## config.mk

```make
export PLATFORM = sky130hd
export DESIGN_NAME = north_buffer_feeder
export DESIGN_NICKNAME = d
export VERILOG_FILES = /design/src/rtl/north_buffer_feeder_pkg.sv /design/src/rtl/north_buffer_feeder_fifo2_tagged.sv /design/src/rtl/north_buffer_feeder.sv
export SDC_FILE = /design/constraint.sdc
export NUM_CORES = 1
export LEC_CHECK = 0
export BUFFER_PORTS_ARGS = -buffer_cell sky130_fd_sc_hd__buf_2
export CAP_MARGIN = 10
export CORE_ASPECT_RATIO = 1.1
export CORE_UTILIZATION = 37
export CTS_CLUSTER_DIAMETER = 50
export DETAILED_ROUTE_END_ITERATION = 7
export PLACE_DENSITY = 0.67
export SETUP_SLACK_MARGIN = 0.5
export SYNTH_ARGS = -nofsm -noshare
export SYNTH_HDL_FRONTEND = slang
export SYNTH_SLANG_ARGS = --single-unit
```

## constraint.sdc

```tcl
create_clock -name clk -period 1.7 [get_ports clk]
set_input_delay 0.255 -clock clk [delete_from_list [all_inputs] [get_ports clk]]
set_output_delay 0.255 -clock clk [all_outputs]
set_load 0.01 [all_outputs]
```

## src/rtl/north_buffer_feeder_pkg.sv

```systemverilog
// Shared types for the north-buffer feeder: FSM state encoding and output FIFO depth.
// Latency: n/a (types and constants only).
// Backpressure: n/a.
package north_buffer_feeder_pkg;

    typedef enum logic [1:0] {
        ST_IDLE   = 2'd0,
        ST_STREAM = 2'd1,
        ST_DRAIN  = 2'd2
    } feeder_state_t;

    // Output FIFO entries; read issue is throttled against this.
    localparam int unsigned FIFO_DEPTH = 2;

endpackage

```

## src/rtl/north_buffer_feeder_fifo2_tagged.sv

```systemverilog
// Two-entry FIFO holding one buffer word plus its end-of-pass / end-of-stream tags.
// Latency: push visible at the output the cycle after the push edge.
// Backpressure: pop only when non-empty; the caller guarantees no push into a full FIFO without a pop.
//
// Ports: clk/rst_n; push, push_data, push_last, push_fin (write side);
//        pop (read side); vld, dat, last, fin (head entry); count (occupancy 0..2).
module fifo2_tagged
    import north_buffer_feeder_pkg::*;
#(
    parameter int WIDTH = 32
) (
    input  logic             clk,
    input  logic             rst_n,
    input  logic             push,
    input  logic [WIDTH-1:0] push_data,
    input  logic             push_last,
    input  logic             push_fin,
    input  logic             pop,
    output logic             vld,
    output logic [WIDTH-1:0] dat,
    output logic             last,
    output logic             fin,
    output logic [1:0]       count
);

    logic [1:0][WIDTH-1:0] mem_dat;
    logic [1:0]            mem_last;
    logic [1:0]            mem_fin;
    logic                  wr_ptr;
    logic                  rd_ptr;
    logic [1:0]            cnt;
    logic                  pop_ok;

    assign pop_ok = pop && (cnt != 2'd0);

    always_ff @(posedge clk or negedge rst_n) begin
        if (!rst_n) begin
            mem_dat  <= '0;
            mem_last <= '0;
            mem_fin  <= '0;
            wr_ptr   <= 1'b0;
            rd_ptr   <= 1'b0;
            cnt      <= 2'd0;
        end else begin
            // When full, push only ever coincides with pop, so overwriting the
            // head slot on the same edge is safe.
            if (push) begin
                mem_dat[wr_ptr]  <= push_data;
                mem_last[wr_ptr] <= push_last;
                mem_fin[wr_ptr]  <= push_fin;
                wr_ptr           <= ~wr_ptr;
            end
            if (pop_ok) begin
                rd_ptr <= ~rd_ptr;
            end
            cnt <= cnt + {1'b0, push} - {1'b0, pop_ok};
        end
    end

    assign vld   = (cnt != 2'd0);
    assign dat   = mem_dat[rd_ptr];
    assign last  = vld & mem_last[rd_ptr];
    assign fin   = vld & mem_fin[rd_ptr];
    assign count = cnt;

endmodule

```

## src/rtl/north_buffer_feeder.sv

```systemverilog
// Replays the north buffer num_passes times as a valid/ready word stream, tagging end of pass and end of stream.
// Latency: start sampled at edge T0 -> first rd_en in T1 -> first out_valid in T3; one beat per cycle thereafter.
// Backpressure: reads are only issued while the 2-entry output FIFO plus the in-flight read has room, so stalls never drop data.
//
// Ports: clk, rst_n; start/num_passes (command); busy/done (status);
//        rd_en/rd_addr/rd_dout (north buffer port B, 1-cycle read latency);
//        out_valid/out_ready/out_data/out_last/out_final (downstream stream).
module north_buffer_feeder
    import north_buffer_feeder_pkg::*;
#(
    parameter int MODULE_WIDTH = 32,
    parameter int TOTAL_DEPTH  = 16,
    parameter int ADDR_WIDTH   = $clog2(TOTAL_DEPTH),
    parameter int PASS_W       = 8
) (
    input  logic                    clk,
    input  logic                    rst_n,
    input  logic                    start,
    input  logic [PASS_W-1:0]       num_passes,
    output logic                    busy,
    output logic                    done,
    output logic                    rd_en,
    output logic [ADDR_WIDTH-1:0]   rd_addr,
    input  logic [MODULE_WIDTH-1:0] rd_dout,
    output logic                    out_valid,
    input  logic                    out_ready,
    output logic [MODULE_WIDTH-1:0] out_data,
    output logic                    out_last,
    output logic                    out_final
);

    feeder_state_t         state;
    logic [ADDR_WIDTH-1:0] addr_q;
    logic [PASS_W-1:0]     pass_q;
    logic [PASS_W-1:0]     passes_q;
    logic                  infl_vld;
    logic                  infl_last;
    logic                  infl_fin;
    logic [1:0]            fifo_count;
    logic                  pop;
    logic                  room;
    logic                  issue;
    logic                  addr_at_end;
    logic                  pass_at_end;

    assign pop         = out_valid & out_ready;
    assign addr_at_end = (addr_q == ADDR_WIDTH'(TOTAL_DEPTH - 1));
    assign pass_at_end = (pass_q == passes_q - PASS_W'(1));

    // Words already committed (queued + the read whose data lands next edge),
    // less the one leaving this cycle, must leave a free slot for a new read.
    // Compared as count+inflight < depth+pop to stay unsigned.
    assign room  = ({1'b0, fifo_count} + {2'b00, infl_vld}) < (3'(FIFO_DEPTH) + {2'b00, pop});
    assign issue = (state == ST_STREAM) && room;

    assign rd_en   = issue;
    assign rd_addr = addr_q;

    always_ff @(posedge clk or negedge rst_n) begin
        if (!rst_n) begin
            state     <= ST_IDLE;
            busy      <= 1'b0;
            done      <= 1'b0;
            addr_q    <= '0;
            pass_q    <= '0;
            passes_q  <= '0;
            infl_vld  <= 1'b0;
            infl_last <= 1'b0;
            infl_fin  <= 1'b0;
        end else begin
            done <= 1'b0;

            // Tags ride with the read so the FIFO entry knows its position
            // without any downstream counting.
            infl_vld  <= issue;
            infl_last <= issue & addr_at_end;
            infl_fin  <= issue & addr_at_end & pass_at_end;

            case (state)
                ST_IDLE: begin
                    if (start) begin
                        if (num_passes == '0) begin
                            done <= 1'b1;
                        end else begin
                            state    <= ST_STREAM;
                            busy     <= 1'b1;
                            passes_q <= num_passes;
                            pass_q   <= '0;
                            addr_q   <= '0;
                        end
                    end
                end
                ST_STREAM: begin
                    if (issue) begin
                        if (addr_at_end) begin
                            addr_q <= '0;
                            pass_q <= pass_q + PASS_W'(1);
                            if (pass_at_end) begin
                                state <= ST_DRAIN;
                            end
                        end else begin
                            addr_q <= addr_q + ADDR_WIDTH'(1);
                        end
                    end
                end
                ST_DRAIN: begin
                    if (pop && out_final) begin
                        state <= ST_IDLE;
                        busy  <= 1'b0;
                        done  <= 1'b1;
                    end
                end
                default: state <= ST_IDLE;
            endcase
        end
    end

    fifo2_tagged #(
        .WIDTH (MODULE_WIDTH)
    ) u_fifo (
        .clk       (clk),
        .rst_n     (rst_n),
        .push      (infl_vld),
        .push_data (rd_dout),
        .push_last (infl_last),
        .push_fin  (infl_fin),
        .pop       (pop),
        .vld       (out_valid),
        .dat       (out_data),
        .last      (out_last),
        .fin       (out_final),
        .count     (fifo_count)
    );

endmodule

```

==> Word-level counts from Yosys, hierarchy flattened <==
Cells that the tools add are included.
{ "word_totals": {"output_inout_bits": 42, "reg_bits": 99, "wordCells": 97} }
{ "classes": {"add_sub_neg": 7, "eq_ne": 10, "reduce_logical": 14, "n_bitwise": 8, "mux": 38, "n_lt_le_gt_ge": 4} }
{ "ops": {"columns": ["op", "count"], "rows": [
  ["$mux W32", 3],
  ["$bwmux W64", 1],
  ["$demux W32 S1", 1],
  ["$mux W8", 4],
  ["$mux W4", 4],
  ["$pmux W8 S2", 1],
  ["$mux W2", 6],
  ["$ne A2 B2 Y1 const B", 6],
  ["$mux W1", 11],
  ["$add A8 B1 Y8 const B", 1],
  ["$eq A8 B8 Y1", 1],
  ["$logic_not A8 Y1", 1],
  ["$pmux W4 S2", 1],
  ["$reduce_and A4 Y1", 2],
  ["$sub A8 B1 Y8 const B", 1],
  ["$pmux W2 S3", 1],
  ["$reduce_and A6 Y1", 1],
  ["$reduce_bool A2 Y1", 3],
  ["$and A1 B1 Y1", 5],
  ["$reduce_and A5 Y1", 1],
  ["$add A4 B1 Y4 const B", 1],
  ["$bwmux W2", 2],
  ["$eq A4 B4 Y1 const B", 1],
  ["$logic_and A1 B1 Y1", 4],
  ["other kinds (14)", 18]
]} }

==> Longest topological paths before layout <==
{ "depth": {"depth_word": 7, "depth_mapped": 7, "depth_no_buf": 7} }

==> By module <==
From an unflattened synthesis, not the netlist that was laid out.
{ "hier_totals": {"cells_unflattened": 349, "hier_area_um2": 4785.8} }
{ "modules_own_cells": {"columns": ["mod", "instances", "seq_area_each_um2", "cells_each", "area_per_inst_um2"], "rows": [
  ["fifo2_tagged", 1, 1801.7, 201, 3291.9],
  ["north_buffer_feeder", 1, 675.6, 148, 1493.9]
]} }

==> Worst setup path before layout <==
OpenSTA, ideal clock, no wires.
{ "synth_path": {"kind": "register to register", "from": "register infl_vld", "to": "register pass_q[5]", "stages_incl_launch_ff": 7, "slack_ps": -207, "period_less_slack_ps": 1907, "path_buffers": 0, "arrival_ps": 1829, "path_cell_list": "dfrtp_1 ha_1 ha_1 o21ai_4 nand3_2 or4_1 a21oi_1"} }
{ "synth_via": {"elab_chain_len": 5} }
{ "synth_lines": {"columns": ["item", "line", "source"], "rows": [
  ["start, declared", "north_buffer_feeder.sv:36", "logic infl_vld;"],
  ["start signal, assigned", "north_buffer_feeder.sv:75", "infl_vld <= issue;"],
  ["$add A2 B1 Y3", "north_buffer_feeder.sv:53", "assign room = ({1'b0, fifo_count} + {2'b00, infl_vld}) < (3'(FIFO_DEPTH) + {2'b00, pop});"],
  ["$lt A3 B3 Y1", "north_buffer_feeder.sv:53", null],
  ["$logic_and A1 B1 Y1", "north_buffer_feeder.sv:54", "assign issue = (state == ST_STREAM) && room;"],
  ["$ne A2 B2 Y1 (no source line)", null, null],
  ["$reduce_and A5 Y1 (no source line)", null, null],
  ["end signal, assigned", "north_buffer_feeder.sv:97", "pass_q <= pass_q + PASS_W'(1);"],
  ["end, declared", "north_buffer_feeder.sv:34", "logic [PASS_W-1:0] pass_q;"]
]} }
No other way between the ends.
A chain may end at the register's enable or synchronous reset.

==> Worst setup path in the final report <==
{ "layout_path": {"from": "register u_fifo.rd_ptr", "to": "output out_data[23]"} }
{ "layout_via": {"elab_chain_len": 2} }
{ "layout_lines": {"columns": ["item", "line", "source"], "rows": [
  ["start, declared", "north_buffer_feeder_fifo2_tagged.sv:30", "logic rd_ptr;"],
  ["start signal, assigned", "north_buffer_feeder_fifo2_tagged.sv:54", "rd_ptr <= ~rd_ptr;"],
  ["$mux W32 (not written as such) (2 in a row)", "north_buffer_feeder_fifo2_tagged.sv:61", "assign dat = mem_dat[rd_ptr];"],
  ["end, declared", "north_buffer_feeder.sv:27", "output logic [MODULE_WIDTH-1:0] out_data,"]
]} }
No other way between the ends. The select of a mux whose other input is x is not followed.

==> out/metrics.csv <==
stage;metric;value;unit
synth;Synth top area share;0.533;
detailed_routing;DRT Wirelength;12300;um
synth;top_reg_cell synth;dfrtp_1;
final_layout;Final Core Density;0.618;
final_layout;ANT cells;0;
global_routing;first-pass GRT wire length;19500;um
global_routing;initial antenna violation count;0;
clock_network;Max clock buf depth;2;
global_routing;vias in the first global route;3844;
sta;Max Freq;540;MHz
sta;post-route setup slack;-0.152;ns
worst_setup_path;worst setup path category;register to output pin;
clock_network;clock buffer count from CTS;9;
synth;post-synth net total;420;
detailed_routing;vias per cell;5.10;
worst_setup_path;crit-path leading delay family;buffers and inverters;
worst_setup_path;Largest stage delay, worst path;0.43;ns
floorplan;die width;109;um
sta;Worst-Margin Slew;0.404;ns
status;failing checks;negative setup slack;
synth;fraction of registers with async set/reset;1.00;
synth;mean post-synth cell area;12.6;um^2
worst_setup_path;CP most frequent cell;buf_12;
detailed_routing;post-DR wirelength/cell;17.8;um
synth;Post-Syn Area;0.00465;mm^2
synth;Yosys reg bits;99;
worst_setup_path;Max Fanout on Critical Path;7;
synth;Yosys warnings;0;
worst_setup_path;R2R depth;7;
pwr;P_int;0.0111;W
sta;Final Setup Violations;43;
floorplan;FP Rows;42;
floorplan;die area;0.0130;mm^2
hold_path;worst hold path startpoint;rd_dout[8];
worst_setup_path;Worst setup SP type;register;
clock_network;Clock Sinks;99;
worst_setup_path;CP Cell Sequence;buf_12 > buf_12 > buf_16 > mux2_4 > buf_6;
worst_setup_path;Critical Path RT;1.44;ns
floorplan;core footprint;0.0121;mm^2
clock_network;Clock Latency Late Sink;0.35;ns
synth;largest cells by area after synthesis;dfrtp_1, mux2_2, nand2_1;
pwr;Leakage;3.59;nW
pwr;Seq pwr share;0.253;
final_layout;fillers;913;
worst_setup_path;Arrival @ worst endpoint;1.60;ns
worst_setup_path;slowest cell on the critical path;dfrtp_2;
sta;Min Clock Period, post-route;1.85;ns
worst_setup_path;R2R Path Start;u_fifo.count[0];
global_routing;All-Layer GR Usage;0.198;
sta;RSZ-0062 raised after global routing;true;
clock_network;CTS tree;yes;
detailed_routing;via count;3522;
floorplan;initial core utilization;0.383;
floorplan;die height;120;um
final_layout;Area Growth Syn to Fin;61.2;%
pwr;Peak VDD IR;1340;uV
synth;post-synth top area cell;dfrtp_1;
pwr;Combinational Power Share;0.618;
pwr;pwr dens;2160;mW/mm^2
sta;final hold vios;0;
detailed_routing;ANT nets after route;0;
sta;period utilization;1.09;
worst_setup_path;Worst path depth;5;
clock_network;CTS clk-pin slew, worst paths;0.06;ns
global_routing;M1 GR Usage;0.241;
hold_path;worst min path class;input pin to register;
global_routing;GR peak layer;met2;
global_routing;GRT met2 Usage;0.345;
synth;Post-Syn Instances;369;
pwr;P_sw;0.00510;W
place;Post-DP HPWL;7030;um
synth;Yosys cell types;49;
synth;register area share after synthesis;0.533;
sta;Slew Limit Fails;0;
job;maximum capacitance violations;0;
final_layout;layout cells sized above 1;0.628;
place;IO buf count;85;
detailed_routing;Post-route DRC;0;
sta;Final TNS setup;-3.44;ns
detailed_routing;1st-iter DRT viols;152;
pwr;Clock Power Share;0.130;
place;GP Congestion;0.767;
floorplan;I/O pin total;86;
sta;clock skew;0.00644;ns
synth;EDFF count, synth;0;
global_routing;total grt overflow;0;
global_routing;GRT met3 Usage;0.0315;
detailed_routing;1st-pass router iterations;4;
clock_network;root buf cell;clkbuf_16;
hold_path;Hold Path Depth;2;
worst_setup_path;Critical Path End Type;output pin;
final_layout;Final nets;583;
worst_setup_path;Critical path buffers and inverters;4;
clock_network;htree depth;3;
global_routing;largest net degree at the start of global routing;45;
pwr;Sw Share;0.315;
worst_setup_path;worst setup path startpoint;u_fifo.rd_ptr;
status;outcome;finished, violations left;
sta;worst rel slew slack;0.731;
[cell usage in the layout (no fill, tap or decap), types with 10 or more instances in the layout]
cell type,instances
buf_4,35
dfrtp_1,96
buf_2,50
mux2_4,96
nand2_2,10
nand2_1,22
nor2_1,10
clkbuf_16,11
buf_6,50
buf_12,16
[worst register-to-register path: stages, from the launching register on]
cell     delay, ns
dfrtp_1       0.39
ha_2          0.20
ha_4          0.22
buf_6         0.12
o21ai_4       0.08
nand3_4       0.12
or4_4         0.50
a21oi_2       0.13
[cell type report]
type                       instances  area (um^2)  share of cell area
inverter                          11         41.3             0.00551
timing repair buffer             166         1770               0.236
multi-input combinational        245         2710               0.362
sequential                        99         2480               0.331
tap                              154          193              0.0257
clock inverter                     4         48.8             0.00651
clock buffer                      12          256              0.0342
[cell usage after synthesis (all sizes together) (2+ instances only)]
library cell / n
mux2i: 2
dfrtp: 99
inv: 11
or3: 3
xnor2: 6
o31ai: 4
buf: 7
ha: 7
nor2: 13
nand3: 5
xor2: 7
nor2b: 2
clkbuf: 7
nor4: 3
or4: 3
a21oi: 10
nor3: 5
mux2: 100
nand2b: 5
nand2: 33
and3: 3
o21ai: 10
nand4: 4
[state kept, by name, indices dropped and copies added (netlist names)]
signal,count
u_fifo.mem_dat,64
pass_q,8
passes_q,8
rd_addr,4
state,2
u_fifo.count,2
u_fifo.mem_fin,2
u_fifo.mem_last,2
busy,1
done,1
infl_fin,1
infl_last,1
infl_vld,1
u_fifo.rd_ptr,1
u_fifo.wr_ptr,1
[power groups by stage]
stage / registers, W / logic (W) / clock network (W)
after CTS: 0.00409 / 0.00932 / 0.00214
final: 0.00409 / 0.0100 / 0.00210
after global routing: 0.00421 / 0.0107 / 0.00222
after floorplan: 0.00392 / 0.00460 / 0
after detailed placement: 0.00405 / 0.00615 / 0
after global placement: 0.00396 / 0.00604 / 0
[metal layers]
| layer | part of all wire | wire length, um | vias to the layer above |
|---|---|---|---|
| met2 | 0.54 | 6580 | 67 |
| met4 | 0.019 | 236 | 0 |
| met1 | 0.42 | 5150 | 1792 |
| met5 | 0 | 0 | - |
| li1 | - | - | 1649 |
| met3 | 0.027 | 330 | 14 |
[final timing paths]
check	slack [ns]	endpoint
setup / recovery	-0.15	out_data[23]
hold / removal	0.15	u_fifo.mem_dat[8]
setup reg to reg	-0.13	pass_q[3]
hold reg to reg	0.51	u_fifo.mem_dat[38]
max in group asynchronous	0.76	u_fifo.mem_dat[56]
min in group asynchronous	0.37	u_fifo.mem_dat[38]
[stage by stage]
stage	std cells	setup WS (ns)	power, W	area, um^2	hold WS (ns)
detailed placement	630	-0.0614	0.0102	5870	0.210
CTS	681	-0.150	0.0155	7260	0.135
global route	691	-0.213	0.0171	7500	0.148
finish	691	-0.152	0.0162	7500	0.149
global placement	630	-0.0247	0.0100	5870	0.204
floorplan	369	-0.00896	0.00851	5090	-0.0406
[timing repair]
item | CTS | global route
cloned | 10 | 2
hold buffers | 1 | 0
endpoints found under the hold margin | 26 | 0
pin swaps | 16 | 10
gates resized for setup | 129 | 26
setup endpoints to repair | 136 | 138
setup buffers | 24 | 8
[kinds of logic (layout without fill, tap and decap cells)]
group	Yosys count	count (layout)	share of synthesized area
and+or+nand+nor	87	87	0.0987
AOI/OAI and AO/OA	36	36	0.0573
adders and majority gates	7	7	0.0188
muxes	102	102	0.246
xor gates and xnor gates	13	13	0.0245
DFF	99	99	0.533
buffers and inverters	25	193	0.0215
Power figures use the tool's default switching activity.
